### src/rtl/ts_readout_arbiter.sv
// Merges two first-word-fall-through timestamp FIFOs into one output register, locking onto a source between packet head and tail.
// Optional protocol error counter is built only when TS_ARB_ERR_CNT_EN is defined.
module ts_readout_arbiter #(
    parameter int LOCK_TIMEOUT = 255
) (
    input  logic        BUS_CLK,
    input  logic        RST,
    input  logic        IN0_EMPTY,
    input  logic [31:0] IN0_DATA,
    output logic        IN0_READ,
    input  logic        IN1_EMPTY,
    input  logic [31:0] IN1_DATA,
    output logic        IN1_READ,
    input  logic        OUT_READ,
    output logic        OUT_EMPTY,
    output logic [31:0] OUT_DATA,
    output logic [1:0]  LOCKED,
    output logic [7:0]  ERR_CNT
);

    typedef enum logic [1:0] {
        IDLE,
        LOCK0,
        LOCK1
    } state_t;

    localparam logic [15:0] TimeoutLast = 16'(LOCK_TIMEOUT - 1);

    state_t      state_q, state_d;
    logic [31:0] outData_q, outData_d;
    logic        outEmpty_q, outEmpty_d;
    logic [15:0] idleCnt_q, idleCnt_d;
    logic        lastSrc_q, lastSrc_d;

    logic        loadable;
    logic        selSrc;
    logic        selValid;
    logic        pop;
    logic [31:0] popWord;
    logic        popIsHead;
    logic        lockIdle;
    logic        timeoutHit;

    // Source choice: a lock pins the source, otherwise round-robin against the last one served.
    always_comb begin
        selSrc   = 1'b0;
        selValid = 1'b0;
        case (state_q)
            IDLE: begin
                if (!IN0_EMPTY && !IN1_EMPTY) begin
                    selSrc   = ~lastSrc_q;
                    selValid = 1'b1;
                end else if (!IN0_EMPTY) begin
                    selValid = 1'b1;
                end else if (!IN1_EMPTY) begin
                    selSrc   = 1'b1;
                    selValid = 1'b1;
                end
            end
            LOCK0: selValid = ~IN0_EMPTY;
            LOCK1: begin
                selSrc   = 1'b1;
                selValid = ~IN1_EMPTY;
            end
            default: ;
        endcase
    end

    assign loadable   = outEmpty_q | OUT_READ;
    assign pop        = selValid & loadable & ~RST;
    assign IN0_READ   = pop & ~selSrc;
    assign IN1_READ   = pop & selSrc;
    assign popWord    = selSrc ? IN1_DATA : IN0_DATA;
    assign popIsHead  = (popWord[27:24] == 4'h1);
    // A stalled output register must not age the lock, hence the loadable term.
    assign lockIdle   = (state_q != IDLE) & ~selValid & loadable;
    assign timeoutHit = lockIdle & (idleCnt_q == TimeoutLast);

    always_comb begin
        state_d   = state_q;
        lastSrc_d = lastSrc_q;
        idleCnt_d = idleCnt_q;
        LOCKED    = 2'b00;
        case (state_q)
            IDLE: begin
                idleCnt_d = 16'd0;
                if (pop) begin
                    lastSrc_d = selSrc;
                    if (popIsHead) begin
                        state_d = selSrc ? LOCK1 : LOCK0;
                    end
                end
            end
            LOCK0, LOCK1: begin
                LOCKED = (state_q == LOCK0) ? 2'b01 : 2'b10;
                if (pop) begin
                    idleCnt_d = 16'd0;
                    lastSrc_d = selSrc;
                    if (!popIsHead) begin
                        state_d = IDLE;
                    end
                end else if (timeoutHit) begin
                    idleCnt_d = 16'd0;
                    state_d   = IDLE;
                end else if (lockIdle) begin
                    idleCnt_d = idleCnt_q + 16'd1;
                end
            end
            default: state_d = IDLE;
        endcase
    end

    always_comb begin
        outData_d  = outData_q;
        outEmpty_d = outEmpty_q;
        if (pop) begin
            outData_d  = popWord;
            outEmpty_d = 1'b0;
        end else if (OUT_READ) begin
            outEmpty_d = 1'b1;
        end
    end

    always_ff @(posedge BUS_CLK) begin
        if (RST) begin
            state_q    <= IDLE;
            outData_q  <= 32'd0;
            outEmpty_q <= 1'b1;
            idleCnt_q  <= 16'd0;
            lastSrc_q  <= 1'b1;
        end else begin
            state_q    <= state_d;
            outData_q  <= outData_d;
            outEmpty_q <= outEmpty_d;
            idleCnt_q  <= idleCnt_d;
            lastSrc_q  <= lastSrc_d;
        end
    end

    assign OUT_DATA  = outData_q;
    assign OUT_EMPTY = outEmpty_q;

`ifdef TS_ARB_ERR_CNT_EN
    logic       popIsTail;
    logic       errEvent;
    logic [7:0] errCnt_q, errCnt_d;

    assign popIsTail = (popWord[27:24] == 4'h2);

    // Orphan head, bad type and timeout are exclusive per cycle but are OR-ed so one cycle never counts twice.
    always_comb begin
        errEvent = (state_q != IDLE) && ((pop && !popIsTail) || timeoutHit);
        errCnt_d = errCnt_q;
        if (errEvent && (errCnt_q != 8'hFF)) begin
            errCnt_d = errCnt_q + 8'd1;
        end
    end

    always_ff @(posedge BUS_CLK) begin
        if (RST) begin
            errCnt_q <= 8'd0;
        end else begin
            errCnt_q <= errCnt_d;
        end
    end

    assign ERR_CNT = errCnt_q;
`else
    assign ERR_CNT = 8'd0;
`endif

endmodule

### config.mk
export PLATFORM = sky130hd
export DESIGN_NAME = ts_readout_arbiter
export DESIGN_NICKNAME = d
export VERILOG_FILES = /design/src/rtl/ts_readout_arbiter.sv
export SDC_FILE = /design/constraint.sdc
export NUM_CORES = 1
export LEC_CHECK = 0
export ABC_AREA = 1
export CORE_UTILIZATION = 40
export CTS_BUF_LIST = sky130_fd_sc_hd__clkbuf_2
export CTS_CLUSTER_DIAMETER = 200
export DETAILED_ROUTE_END_ITERATION = 10
export PLACE_DENSITY = 0.8
export SLEW_MARGIN = 20
export SYNTH_ARGS = -nofsm -noshare
export SYNTH_HDL_FRONTEND = slang
export SYNTH_SLANG_ARGS = --single-unit
### constraint.sdc
create_clock -name BUS_CLK -period 1.85 [get_ports BUS_CLK]
set_input_delay 0.185 -clock BUS_CLK [delete_from_list [all_inputs] [get_ports BUS_CLK]]
set_output_delay 0.185 -clock BUS_CLK [all_outputs]
set_load 0.005 [all_outputs]
==> out/results.ini, run 1 <==
[run_status]
outcome = complete, but fails checks
violations = setup timing

[clock_network]
clk_pin_slew_ps = 310
cts_tree = yes
cts_buffer_depth = 2
postCtsHoldBufs = 0
cts_buffers = 5
ctsRootBufferMaster = clkbuf_2
cts_max_level = 2
clkLatencyLatePin_ps = 460
cts.sink_count = 52

[critical_path]
path_class = reg -> out
r2r_cells = 12
path_max_fanout = 4
startpoint_type = flip-flop
cp_num_buf_inv = 4
slowest_delay_ps = 460
rrSetupSlack_ps = -50
r2r-end = idleCnt_q[6]$_SDFFE_PP0P_
crit_path_end_kind = primary output
cp.arrival_ps = 1750
worstSetupEndpoint = IN0_READ
path_cells = inv_4, ha_4, inv_4, nor2_4, nand2_4, nand2_4, buf_4, nor2_4, buf_6
crit_family = flip-flops
required_ps = 1660
crit_slowest_cell = dfxtp_4
r2r_start = state_q[1]$_SDFFE_PP0P_
path_depth = 9
crit_start = state_q[1]$_SDFFE_PP0P_

[logic_synthesis]
netlist_area_sq_um = 2870
ys_ff_latch = 52
syn-instance-count = 424
synthTopCellsByArea = dfxtp_1, nand2_1, a31oi_1
synth_seq_area_share_pct = 36.3
synth_cell_types = 33
synth_top_area_share_pct = 36.3
syn_area_per_cell_sq_um = 6.76
synth_top_cell_by_area = dfxtp_1
yosysWarnings = 0

[die]
die_y_um = 86.7
start_util_pct = 41.7
die_w_um = 86.7
die_area_sq_um = 7510
num_rows = 30
core-area_sq_um = 6870
ios = 114

[power]
seqPwrFrac_pct = 26.0
total_power_mw = 6.23
p_leak_nw = 1.82
p_sw_mw = 2.67
power_frac_clock_pct = 8.0
p_per_area_nw_per_um2 = 1340
ir_worst_vdd_mv = 0.688
pwr-share-comb_pct = 65.9
p_int_mw = 3.56
swShare_pct = 42.9

[finish]
area_growth_pct = 61.9
finalNonFillerCells = 666
diodes = 0
final-seq-area_sq_um = 1050
utilization_pct = 67.6
fin_area_sq_um = 4640
fin_nets = 646
multi_input_area_sq_um = 1770
mostFrequentLayoutCell = nand2_1
final_cell_mix = nand2_1, clkdlybuf4s50_1, dfxtp_1
drive_gt1_share_pct = 21.4
fill_cells = 566

[timing]
skew_ps = 42.0
final.period_utilization_pct = 105
rsz0062_at_grt = true
slew_viol_final = 0
fin_setup_tns_ps = -266
period_needed_ps = 1940
hold-worst-slack_ps = 241
fin_ws_ps = -87.7
setup_viol = 6
fmax_mhz = 516
finalHoldViolCount = 0

[grt]
grt_usage_pct = 23.2
grt_pass1_wl_mm = 13.8
grt_max_degree = 33
grt-ovfl-total = 0
antenna_found_initial = 0
grt_pass1_vias = 3025

[place]
dp_slack_ps = -125
gp_congestion = 0.848
place_area_sq_um = 4160
port_buffers = 105
hpwl_mm = 6.36
dp.cells = 641

[route]
vias = 3318
drt_pass1_iterations = 4
route.detailed.drc = 0
drtIter0Drc = 109
viasPerCell = 4.98
ant_nets = 0
routedWlPerCell_um = 14.1
wirelength_mm = 9.37

[run]
timing.max_cap.violations = 0

[hold_path]
hold_path.class = in -> reg

-- worst reg2reg max path: stages (launching register included) --
cell,delay (ps)
dfxtp_4,440
inv_4,90
ha_4,180
nand2_2,70
nand3_4,90
nand4_4,160
buf_6,180
nand3_4,100
nand2_8,120
buf_6,150
o21bai_1,140
inv_1,70
nor2_2,80
-- power by group through the flow --
stage,registers (mW),clock network (mW),logic (mW)
floorplan,1.61,0,1.66
finish,1.62,0.501,4.11
global route,1.65,0.548,4.44
global placement,1.61,0,3.02
CTS,1.62,0.500,3.36
detailed placement,1.61,0,3.09
-- metal layers --
metal | vias up | track usage, % | share of wire (%)
met5 | - | 0 | 0
met4 | 0 | 6.52 | 2.7
met3 | 25 | 6.86 | 7.8
met2 | 131 | 40.7 | 51
met1 | 1520 | 27.6 | 38
li1 | 1642 | - | -
-- final cells by class --
cell class              count  share of cell area, %
clock buffers               6                  0.647
clock inverters             2                  0.350
inverters                  37                   3.42
multi-input cells         317                   38.2
flip-flops and latches     52                   22.6
well taps                  96                   2.59
repair buffers            154                   31.8
repair inverters            2                  0.431
-- cells by family after synthesis --
| group | after synthesis | synth area share, % |
|---|---|---|
| adder cells (fa/ha/maj) | 8 | 3.49 |
| AND/OR/NAND/NOR | 239 | 36.6 |
| other | 1 | 0.131 |
| buffers and inverters | 63 | 10.8 |
| AO/OA/AOI/OAI | 61 | 12.6 |
| flip-flops | 52 | 36.3 |
-- flip-flops by register name, indices dropped and copies added (netlist names) --
register / flops
idleCnt_q: 16
lastSrc_q: 1
OUT_EMPTY: 1
state_q: 2
OUT_DATA: 32
-- Yosys cell counts, drive strengths merged --
master  count
clkbuf      6
a21oi      13
conb        1
a22oi       3
nand3b      1
a31o        1
nand3      26
o21bai      1
nor3        7
a31oi      25
or2         1
inv        37
nand2     160
ha          8
o21ai      18
dfxtp      52
nand4       6
buf        20
nor2       38
-- how the worst min path moves through the flow --
stage / startpoint / endpoint / slack (ps) / depth (start not counted)
global route: IN0_DATA[20] / OUT_DATA[20]$_SDFFE_PP0P_ / 210 / 3
CTS: IN1_DATA[3] / OUT_DATA[3]$_SDFFE_PP0P_ / 230 / 3
finish: IN1_DATA[11] / OUT_DATA[11]$_SDFFE_PP0P_ / 240 / 3
detailed placement: lastSrc_q$_SDFFE_PP1P_ / lastSrc_q$_SDFFE_PP1P_ / 450 / 2
floorplan: IN1_DATA[14] / OUT_DATA[14]$_SDFFE_PP0P_ / 330 / 2
global placement: lastSrc_q$_SDFFE_PP1P_ / lastSrc_q$_SDFFE_PP1P_ / 450 / 2
-- timing repair --
| action | CTS | global route |
|---|---|---|
| gates resized for setup | 37 | 66 |
| cloned | 0 | 3 |
| endpoints found under the setup margin | 27 | 49 |
| pin swaps | 10 | 29 |
| setup buffers | 6 | 9 |
Note: power is estimated with default switching activity, not from simulation.
==> run 2: changes to the inputs <==
--- a/constraint.sdc
+++ b/constraint.sdc
@@ -3,2 +3,2 @@
 set_output_delay 0.185 -clock BUS_CLK [all_outputs]
-set_load 0.005 [all_outputs]
+set_load 0.01 [all_outputs]
==> run 2 against run 1 <==
Effect of this change:
- the flow still finishes with violations (setup timing)
- count of clock-buffer cells in the layout did not move
- combinational power fell by 12%
- sequential share of layout area rose by 1.1 points
- wire length fell by 9.5%
- clock power rose by 25%
- clock skew fell by 13 ps
- total power fell by 6.0%
- fmax rose by 2.9%
- cell area fell by 4.9%
==> out/results.ini, run 2 (synthesis gave the netlist of run 1 again) <==
[critical_path]
crit_slowest_cell = dfxtp_4
crit_family = flip-flops
required_ps = 1660  ; about the same
cp.arrival_ps = 1700  ; -50 ps
path_class = reg -> out
startpoint_type = flip-flop
crit_path_frequent_cell = inv_2
crit_path_end_kind = primary output
crit_start = state_q[1]$_SDFFE_PP0P_
cp_num_buf_inv = 4  ; unchanged
path_cells = inv_4, ha_4, inv_2, nor2_2, nand2_2, nand2_4, inv_2, nor2_4, buf_6
path_max_fanout = 4  ; unchanged
slowest_delay_ps = 430  ; -30 ps
r2r_start = state_q[0]$_SDFFE_PP0P_

[clock_network]
cts_tree = yes
cts_buffer_depth = 2  ; unchanged
cts_max_level = 2  ; unchanged
clk_pin_slew_ps = 290  ; -20 ps
clkLatencyLatePin_ps = 460  ; about the same
cts_buffers = 5  ; unchanged
ctsRootBufferMaster = clkbuf_2
cts.sink_count = 52  ; unchanged

[timing]
rsz0062_at_grt = true
finalHoldViolCount = 0  ; unchanged
final.period_utilization_pct = 102  ; -3.0 points
fmax_mhz = 531  ; +2.9%
slew_viol_final = 0  ; unchanged
fin_ws_ps = -32.9  ; +54.8 ps
setup_viol = 5  ; -1
hold-worst-slack_ps = 229  ; -11.9 ps
period_needed_ps = 1880  ; -54.8 ps
skew_ps = 29.0  ; -13.1 ps

[finish]
final_cell_mix = nand2_1, clkdlybuf4s50_1, dfxtp_1
mostFrequentLayoutCell = nand2_1
largest_register_ffs = 32  ; unchanged
drive_gt1_share_pct = 17.2  ; -4.2 points
fin_nets = 633  ; -2.0%
area_growth_pct = 54.0
diodes = 0  ; unchanged
fin_area_sq_um = 4420  ; -4.9%
utilization_pct = 64.3  ; -3.3 points
fill_cells = 574  ; +1.4%

[grt]
grt_usage_pct = 23.7  ; +0.43 points
grt_pass1_vias = 3124  ; +3.3%
grt_pass1_wl_mm = 14.0  ; +1.6%
grt-ovfl-total = 0  ; unchanged
grt_max_degree = 33  ; unchanged
antenna_found_initial = 0  ; unchanged

[route]
route.detailed.drc = 0  ; unchanged
vias = 3213  ; -3.2%
drt_pass1_iterations = 4  ; unchanged
ant_nets = 0  ; unchanged
routedWlPerCell_um = 13.0  ; -7.7%
drtIter0Drc = 125  ; +15%
wirelength_mm = 8.48  ; -9.5%
viasPerCell = 4.92  ; -1.2%

[power]
pwr-share-comb_pct = 61.8  ; -4.1 points
seqPwrFrac_pct = 27.5  ; +1.5 points
p_sw_mw = 2.46  ; -8.0%
power_frac_clock_pct = 10.7  ; +2.7 points
swShare_pct = 42.0  ; -0.91 points
p_int_mw = 3.40  ; -4.5%
p_per_area_nw_per_um2 = 1330  ; -1.2%
ir_worst_vdd_mv = 0.618  ; -10%
total_power_mw = 5.86  ; -6.0%
p_leak_nw = 1.74  ; -4.3%

[place]
place_area_sq_um = 4140  ; -0.54%
gp_congestion = 0.849  ; +0.13%
hpwl_mm = 6.20  ; -2.5%
port_buffers = 105  ; unchanged

[die]
ios = 114  ; unchanged
die_area_sq_um = 7510  ; unchanged
start_util_pct = 41.7  ; unchanged
die_y_um = 86.7  ; unchanged
die_w_um = 86.7  ; unchanged
num_rows = 30  ; unchanged
core-area_sq_um = 6870  ; unchanged

[run]
timing.max_cap.violations = 0  ; unchanged

[hold_path]
hold_path.class = in -> reg
hold_start = IN1_DATA[3]

[run_status]
violations = setup timing
outcome = complete, but fails checks

-- run 2: cell types whose count changed in the layout (fill, tap and decap cells not counted), moves of 5 or more --
cell,delta
buf_6,-15
o21ai_0,+8
nand2_4,-5
o21ai_2,-5
-- run 2: final cells by class --
cell class	instances	area [sq um]	area share (%)
Multi-Input combinational cell	317	1670	37.8
Timing Repair Buffer	143	1360	30.7
Sequential cell	52	1050	23.7
Inverter	37	154	3.49
Tap cell	96	120	2.72
Clock inverter	2	38.8	0.878
Clock buffer	6	30.0	0.680
-- run 2: metal layers --
metal / global-route usage (%) / wire length, um / up-vias
li1: - / - / 1614
met1: 25.6 / 3310 / 1478
met2: 43.4 / 4310 / 105
met3: 8.00 / 697 / 16
met4: 7.42 / 159 / 0
met5: 0 / 0 / -
-- run 2: path summary, 6_finish.rpt --
kind | to | slack (ps) | cells past startpoint
min reg2reg | OUT_DATA[25]$_SDFFE_PP0P_ | 490 | 2
max | IN1_READ | -30 | 9
max reg2reg | idleCnt_q[5]$_SDFFE_PP0P_ | -10 | 14
min | OUT_DATA[3]$_SDFFE_PP0P_ | 230 | 3
-- run 2: timing repair --
item | CTS | global route
cloned | 1 | 0
buffers inserted | 5 | 2
hold buffers | 0 | 0
pin swaps | 12 | 13
gates resized for setup | 32 | 24
endpoints found under the setup margin | 45 | 25
-- run 2: worst reg2reg max path, stage by stage (launching register included) --
cell	delay [ps]
dfxtp_2	420
inv_2	60
ha_1	230
nand2_2	100
nand3_4	100
buf_6	140
nand2_4	60
nand2_4	60
o21ai_4	180
nor2_4	70
buf_12	140
o21ai_0	70
nand2_1	80
nand2_1	60
nor2_1	40
-- run 2: power groups by stage --
stage	Sequential [mW]	Clock (mW)	Combinational, mW
after CTS	1.61	0.641	3.43
after floorplan	1.70	0	1.68
final	1.61	0.628	3.62
after global routing	1.65	0.688	3.96
after global placement	1.61	0	3.06
after detailed placement	1.62	0	3.11
-- run 2: metrics by stage --
| stage | setup TNS [ps] | worst slack, ps | cells |
|---|---|---|---|
| finish | -83.5 | -32.9 | 653 |
| global placement | -856 | -84.2 | 638 |
| CTS | -195 | -77.1 | 652 |
| floorplan | 0 | 140 | 431 |
| global route | -1210 | -141 | 653 |
| detailed placement | -2110 | -140 | 638 |
==> run 3: changes to the inputs <==
SLEW_MARGIN = 15   (was 20)
TNS_END_PERCENT = 30   (was not set)
==> run 3 against run 2 <==
Effect of this change:
- the flow still finishes with violations (setup timing)
- sequential power is essentially flat
- non-clock buffer count is the same
- sequential cell count is the same
- clock skew shrank 0.90 ps
- combinational power shrank 1%
- critical path type unchanged
- via count grew 0.37%
- sequential share of layout area grew 0.13 points
==> out/results.ini, run 3 (synthesis gave the netlist of run 1 again) <==
[run_status]
outcome = complete, but fails checks
violations = setup timing

[finish]
mostFrequentLayoutCell = nand2_1
utilization_pct = 63.9  ; -0.35 points
largest_register_ffs = 32  ; unchanged
finalNonFillerCells = 653  ; unchanged
area_growth_pct = 53.2
fin_nets = 633  ; unchanged
fin_area_sq_um = 4390  ; -0.54%
drive_gt1_share_pct = 16.9  ; -0.36 points
diodes = 0  ; unchanged
fill_cells = 575  ; +0.17%
final_cell_mix = nand2_1, clkdlybuf4s50_1, dfxtp_1

[clock_network]
cts_buffers = 5  ; unchanged
cts_tree = yes
cts.sink_count = 52  ; unchanged
cts_buffer_depth = 2  ; unchanged
clk_pin_slew_ps = 290  ; about the same
clkLatencyLatePin_ps = 460  ; about the same
ctsRootBufferMaster = clkbuf_2
cts_max_level = 2  ; unchanged

[critical_path]
startpoint_type = flip-flop
cp.arrival_ps = 1700  ; about the same
path_max_fanout = 4  ; unchanged
path_class = reg -> out
crit_path_end_kind = primary output
required_ps = 1660  ; about the same

[place]
gp_congestion = 0.849  ; unchanged
dp.cells = 638  ; unchanged
port_buffers = 105  ; unchanged
dp_slack_ps = -140  ; unchanged
hpwl_mm = 6.20  ; unchanged
place_area_sq_um = 4140  ; unchanged

[timing]
final.period_utilization_pct = 102  ; +0.22 points
fin_ws_ps = -37.0  ; -4.11 ps
setup_viol = 6  ; +1
slew_viol_final = 0  ; unchanged
fmax_mhz = 530  ; -0.22%
rsz0062_at_grt = true
period_needed_ps = 1890  ; +4.11 ps
finalHoldViolCount = 0  ; unchanged
skew_ps = 28.1  ; -0.895 ps

[route]
vias = 3225  ; +0.37%
drtIter0Drc = 96  ; -23%
route.detailed.drc = 0  ; unchanged
routedWlPerCell_um = 12.9  ; -0.29%
drt_pass1_iterations = 4  ; unchanged
viasPerCell = 4.94  ; +0.37%
wirelength_mm = 8.45  ; -0.29%
ant_nets = 0  ; unchanged

[die]
die_area_sq_um = 7510  ; unchanged
core-area_sq_um = 6870  ; unchanged
die_y_um = 86.7  ; unchanged
start_util_pct = 41.7  ; unchanged
ios = 114  ; unchanged
num_rows = 30  ; unchanged
die_w_um = 86.7  ; unchanged

[grt]
grt_pass1_wl_mm = 14.0  ; unchanged
antenna_found_initial = 0  ; unchanged
grt_pass1_vias = 3124  ; unchanged
grt_usage_pct = 23.7  ; unchanged
grt-ovfl-total = 0  ; unchanged
grt_max_degree = 33  ; unchanged

[power]
swShare_pct = 41.9  ; -0.090 points
p_leak_nw = 1.74  ; -0.16%
ir_worst_vdd_mv = 0.632  ; +2.3%
power_frac_clock_pct = 10.8  ; about the same
seqPwrFrac_pct = 27.8  ; +0.3 points
pwr-share-comb_pct = 61.5  ; -0.3 points
p_per_area_nw_per_um2 = 1320  ; -0.19%
p_int_mw = 3.38  ; -0.57%
p_sw_mw = 2.44  ; -0.94%

[hold_path]
hold_path.class = in -> reg

[run]
timing.max_cap.violations = 0  ; unchanged

-- run 3: worst max-delay path: stages, from the launching register on --
cell and delay, ps:
dfxtp_4 440, inv_4 70, ha_4 150, inv_2 50
nor2_2 100, nand2_2 80, nand2_4 90, inv_2 50
nor2_4 90, buf_6 110
-- run 3: final cells by class --
type	instances	area (sq um)	area share, %
multi-input cells	317	1650	37.7
repair buffers	143	1350	30.8
flip-flops and latches	52	1050	23.8
inverters	37	149	3.39
well taps	96	120	2.74
clock inverters	2	38.8	0.883
clock buffers	6	30.0	0.684
-- run 3: final timing paths --
kind,slack [ps],endpoint,cells after the start,start
worst min register to register,490,OUT_DATA[25]$_SDFFE_PP0P_,2,OUT_DATA[25]$_SDFFE_PP0P_
worst max register to register,-10,idleCnt_q[3]$_SDFFE_PP0P_,12,state_q[0]$_SDFFE_PP0P_
worst min-delay path,230,OUT_DATA[3]$_SDFFE_PP0P_,3,IN1_DATA[3]
worst max-delay path,-40,IN1_READ,9,state_q[1]$_SDFFE_PP0P_
-- run 3: timing repair --
| action | CTS | global route |
|---|---|---|
| resized for setup | 32 | 19 |
| cloned | 1 | 0 |
| setup buffers | 5 | 2 |
| pin swaps | 12 | 13 |
| hold buffers | 0 | 0 |
| setup endpoints to repair | 45 | 25 |
-- run 3: power groups by stage --
stage | logic, mW | registers, mW | clock network [mW]
after global placement | 3.06 | 1.61 | 0
after floorplan | 1.68 | 1.70 | 0
final | 3.58 | 1.61 | 0.627
after global routing | 3.92 | 1.65 | 0.688
after detailed placement | 3.11 | 1.62 | 0
after CTS | 3.43 | 1.61 | 0.641
-- run 3: per-stage QoR --
step | total power, mW | hold WS [ps] | TNS (ps)
after floorplan | 3.38 | 333 | 0
after global placement | 4.67 | 446 | -856
after CTS | 5.68 | 207 | -195
final | 5.82 | 229 | -87.2
after global routing | 6.25 | 210 | -1100
after detailed placement | 4.73 | 450 | -2110
-- run 3: metal layers --
| metal | track usage (%) | routed length [um] |
|---|---|---|
| met3 | 8.00 | 698 |
| met5 | 0 | 0 |
| met1 | 25.6 | 3270 |
| met4 | 7.42 | 159 |
| met2 | 43.4 | 4320 |
==> RTL edit (config.mk and constraints of run 1) <==
`outData_q` no longer has a reset.
--- a/src/rtl/ts_readout_arbiter.sv
+++ b/src/rtl/ts_readout_arbiter.sv
@@ -126,3 +126,2 @@
             state_q    <= IDLE;
-            outData_q  <= 32'd0;
             outEmpty_q <= 1'b1;
@@ -132,3 +131,2 @@
             state_q    <= state_d;
-            outData_q  <= outData_d;
             outEmpty_q <= outEmpty_d;
@@ -137,2 +135,6 @@
         end
+    end
+
+    always_ff @(posedge BUS_CLK) begin
+        outData_q <= outData_d;
     end
Function: differs if RST is asserted again (counterexample within 4 cycles, from zero or initial values and one cycle with RST high); with RST held inactive, the same outputs for 10 cycles.
==> RTL edit against run 1 <==
The run still ends with setup timing left; sequential power rose by 3%; largest power group unchanged; sequential cell count did not move; total power down 22%; clock skew fell by 0.030 ns; first-iteration DRC count is 50% higher; routed wire length shrank 16%; critical endpoint is now state_q[0]; sequential share of layout area increased by 8.1 points; highest routed layer unchanged; worst setup slack better by 0.059 ns; area after synthesis is 0.87% lower; synthesized cell count fell by 17%; non-clock buffer count shrank 18; critical path type is now reg2reg; register-to-register slack better by 0.02 ns; design area decreased by 3.6%.
==> RTL edit: results (changes against run 1) <==
Status = finished with violations (unchanged)
Failing checks = setup timing (unchanged)
Layout cells sized above 1 = 22.2% (was 21.4%)
Clock transition at path regs = 0.26 ns (was 0.31 ns)
Commonest cells in the synthesized netlist = nand2_1, inv_1, edfxtp_1 (was nand2_1, dfxtp_1, inv_1, nor2_1, a31oi_1)
Vias in the first global route = 2573 (was 3025)
Starting DRT DRC Count = 164 (was 109)
Clock skew = 0.0120 ns (was 0.0420 ns)
Largest cells by area after synthesis = edfxtp_1, nand2_1, dfxtp_1 (was dfxtp_1, nand2_1, a31oi_1)
Port bufs = 105 (unchanged)
Via count = 2725 (was 3318)
Setup Viol. Count Final = 1 (was 6)
CP peak stage delay = 0.42 ns (was 0.46 ns)
Sequential fraction of the synthesis area = 47.9% (was 36.3%)
HP Start = IN1_DATA[20] (was IN1_DATA[11])
Nets = 562 (was 646)
Placed cells = 565 (was 641)
Number of flops mapped to enable cells by yosys = 32 (was 0)
Clock latency on the worst-skew pair = 0.41 ns (was 0.46 ns)
Synth cell types = 33 (unchanged)
DRT Wirelength = 7910 um (was 9370 um)
Leakage = 1.93 nW (was 1.82 nW)
Yosys warns = 0 (unchanged)
Worst reg2reg path startpoint = state_q[1] (unchanged)
Htree depth = 2 (unchanged)
Setup TNS = -0.0290 ns (was -0.266 ns)
TritonCTS Buffers = 5 (unchanged)
Crit path arrival time = 2.22 ns (was 1.75 ns)
Non-Filler Instances = 582 (was 666)
Setup CP Type = reg2reg (was reg2out)
Async S/R FF share, synth = 0% (unchanged)
PnR worst setup slack = -0.0290 ns (was -0.0877 ns)
DPL Wire Length = 5740 um (was 6360 um)
All-Layer GR Usage = 20.5% (was 23.2%)
VDD IR-drop max = 0.446 mV (was 0.688 mV)
First-pass GRT wire length = 12000 um (was 13800 um)
Cell count after synthesis = 353 (was 424)
Top_reg_cell synth = edfxtp_1 (was dfxtp_1)
GPL Wtd Cong = 0.904 (was 0.848)
## RTL edit: critical path, delay by kind of cell (launching register included)
family        cells  cell delay (ns)
simple gates     10             0.84
buf+inv           3             0.36
flops             1             0.42
fa+ha+maj         1             0.16
## RTL edit: final timing paths
path	endpoint	slack, ns	cells past startpoint
worst max-delay path	state_q[0]	-0.03	14
worst min-delay path	OUT_DATA[20]	0.39	3
worst max register to register	state_q[0]	-0.03	14
worst min register to register	idleCnt_q[15]	0.50	2
## RTL edit: power by group
group	switching [mW]	internal (mW)	leakage [nW]
Combinational	1.38	1.22	1.42
Clock	0.360	0.227	0.0406
Sequential	0.0885	1.58	0.469
Total	1.82	3.03	1.93
## RTL edit: final cells by class
type	count	area [sq um]
inverters	39	156
repair buffers	136	1320
flip-flops and latches	52	1370
well taps	96	120
clock buffers	5	25.0
fillers	557	2360
multi-input cells	251	1430
clock inverters	3	42.5
## RTL edit: per-stage QoR
stage               instance area, sq um  hold WS, ns  setup WS, ns  util (%)
floorplan                           2910        0.255       -0.0676         -
global placement                    4140        0.447       -0.0565      60.5
detailed placement                  4140        0.449       -0.0922      60.5
CTS                                 4320        0.354       -0.0260      63.2
global route                        4470        0.339        -0.127      65.5
finish                              4470        0.390       -0.0290      65.5
## RTL edit: kinds of logic (layout without fill, tap and decap cells)
logic type,Yosys count,in the layout,share of synthesized area (%)
buf+inv,57,183,9.47
xor+xnor,1,1,0.308
fa+ha+maj,8,8,3.52
simple gates,204,204,32.7
other cells,1,8,0.132
flops,52,52,47.9
compound gates,30,30,5.94
## RTL edit: repair_timing
action | 4_1_cts | 5_1_grt
gates resized for setup | 29 | 39
cloned | 0 | 1
setup buffers | 6 | 2
pin swaps | 7 | 15
setup endpoints to repair | 2 | 20
hold buffers | 0 | 0
## RTL edit: routing by layer
layer,up-vias,GRT usage (%),share of wire (%)
li1,1371,-,-
met1,1253,23.9,41
met2,95,38.4,51
met3,6,5.14,7.2
met4,0,3.18,0.53
met5,-,0,0
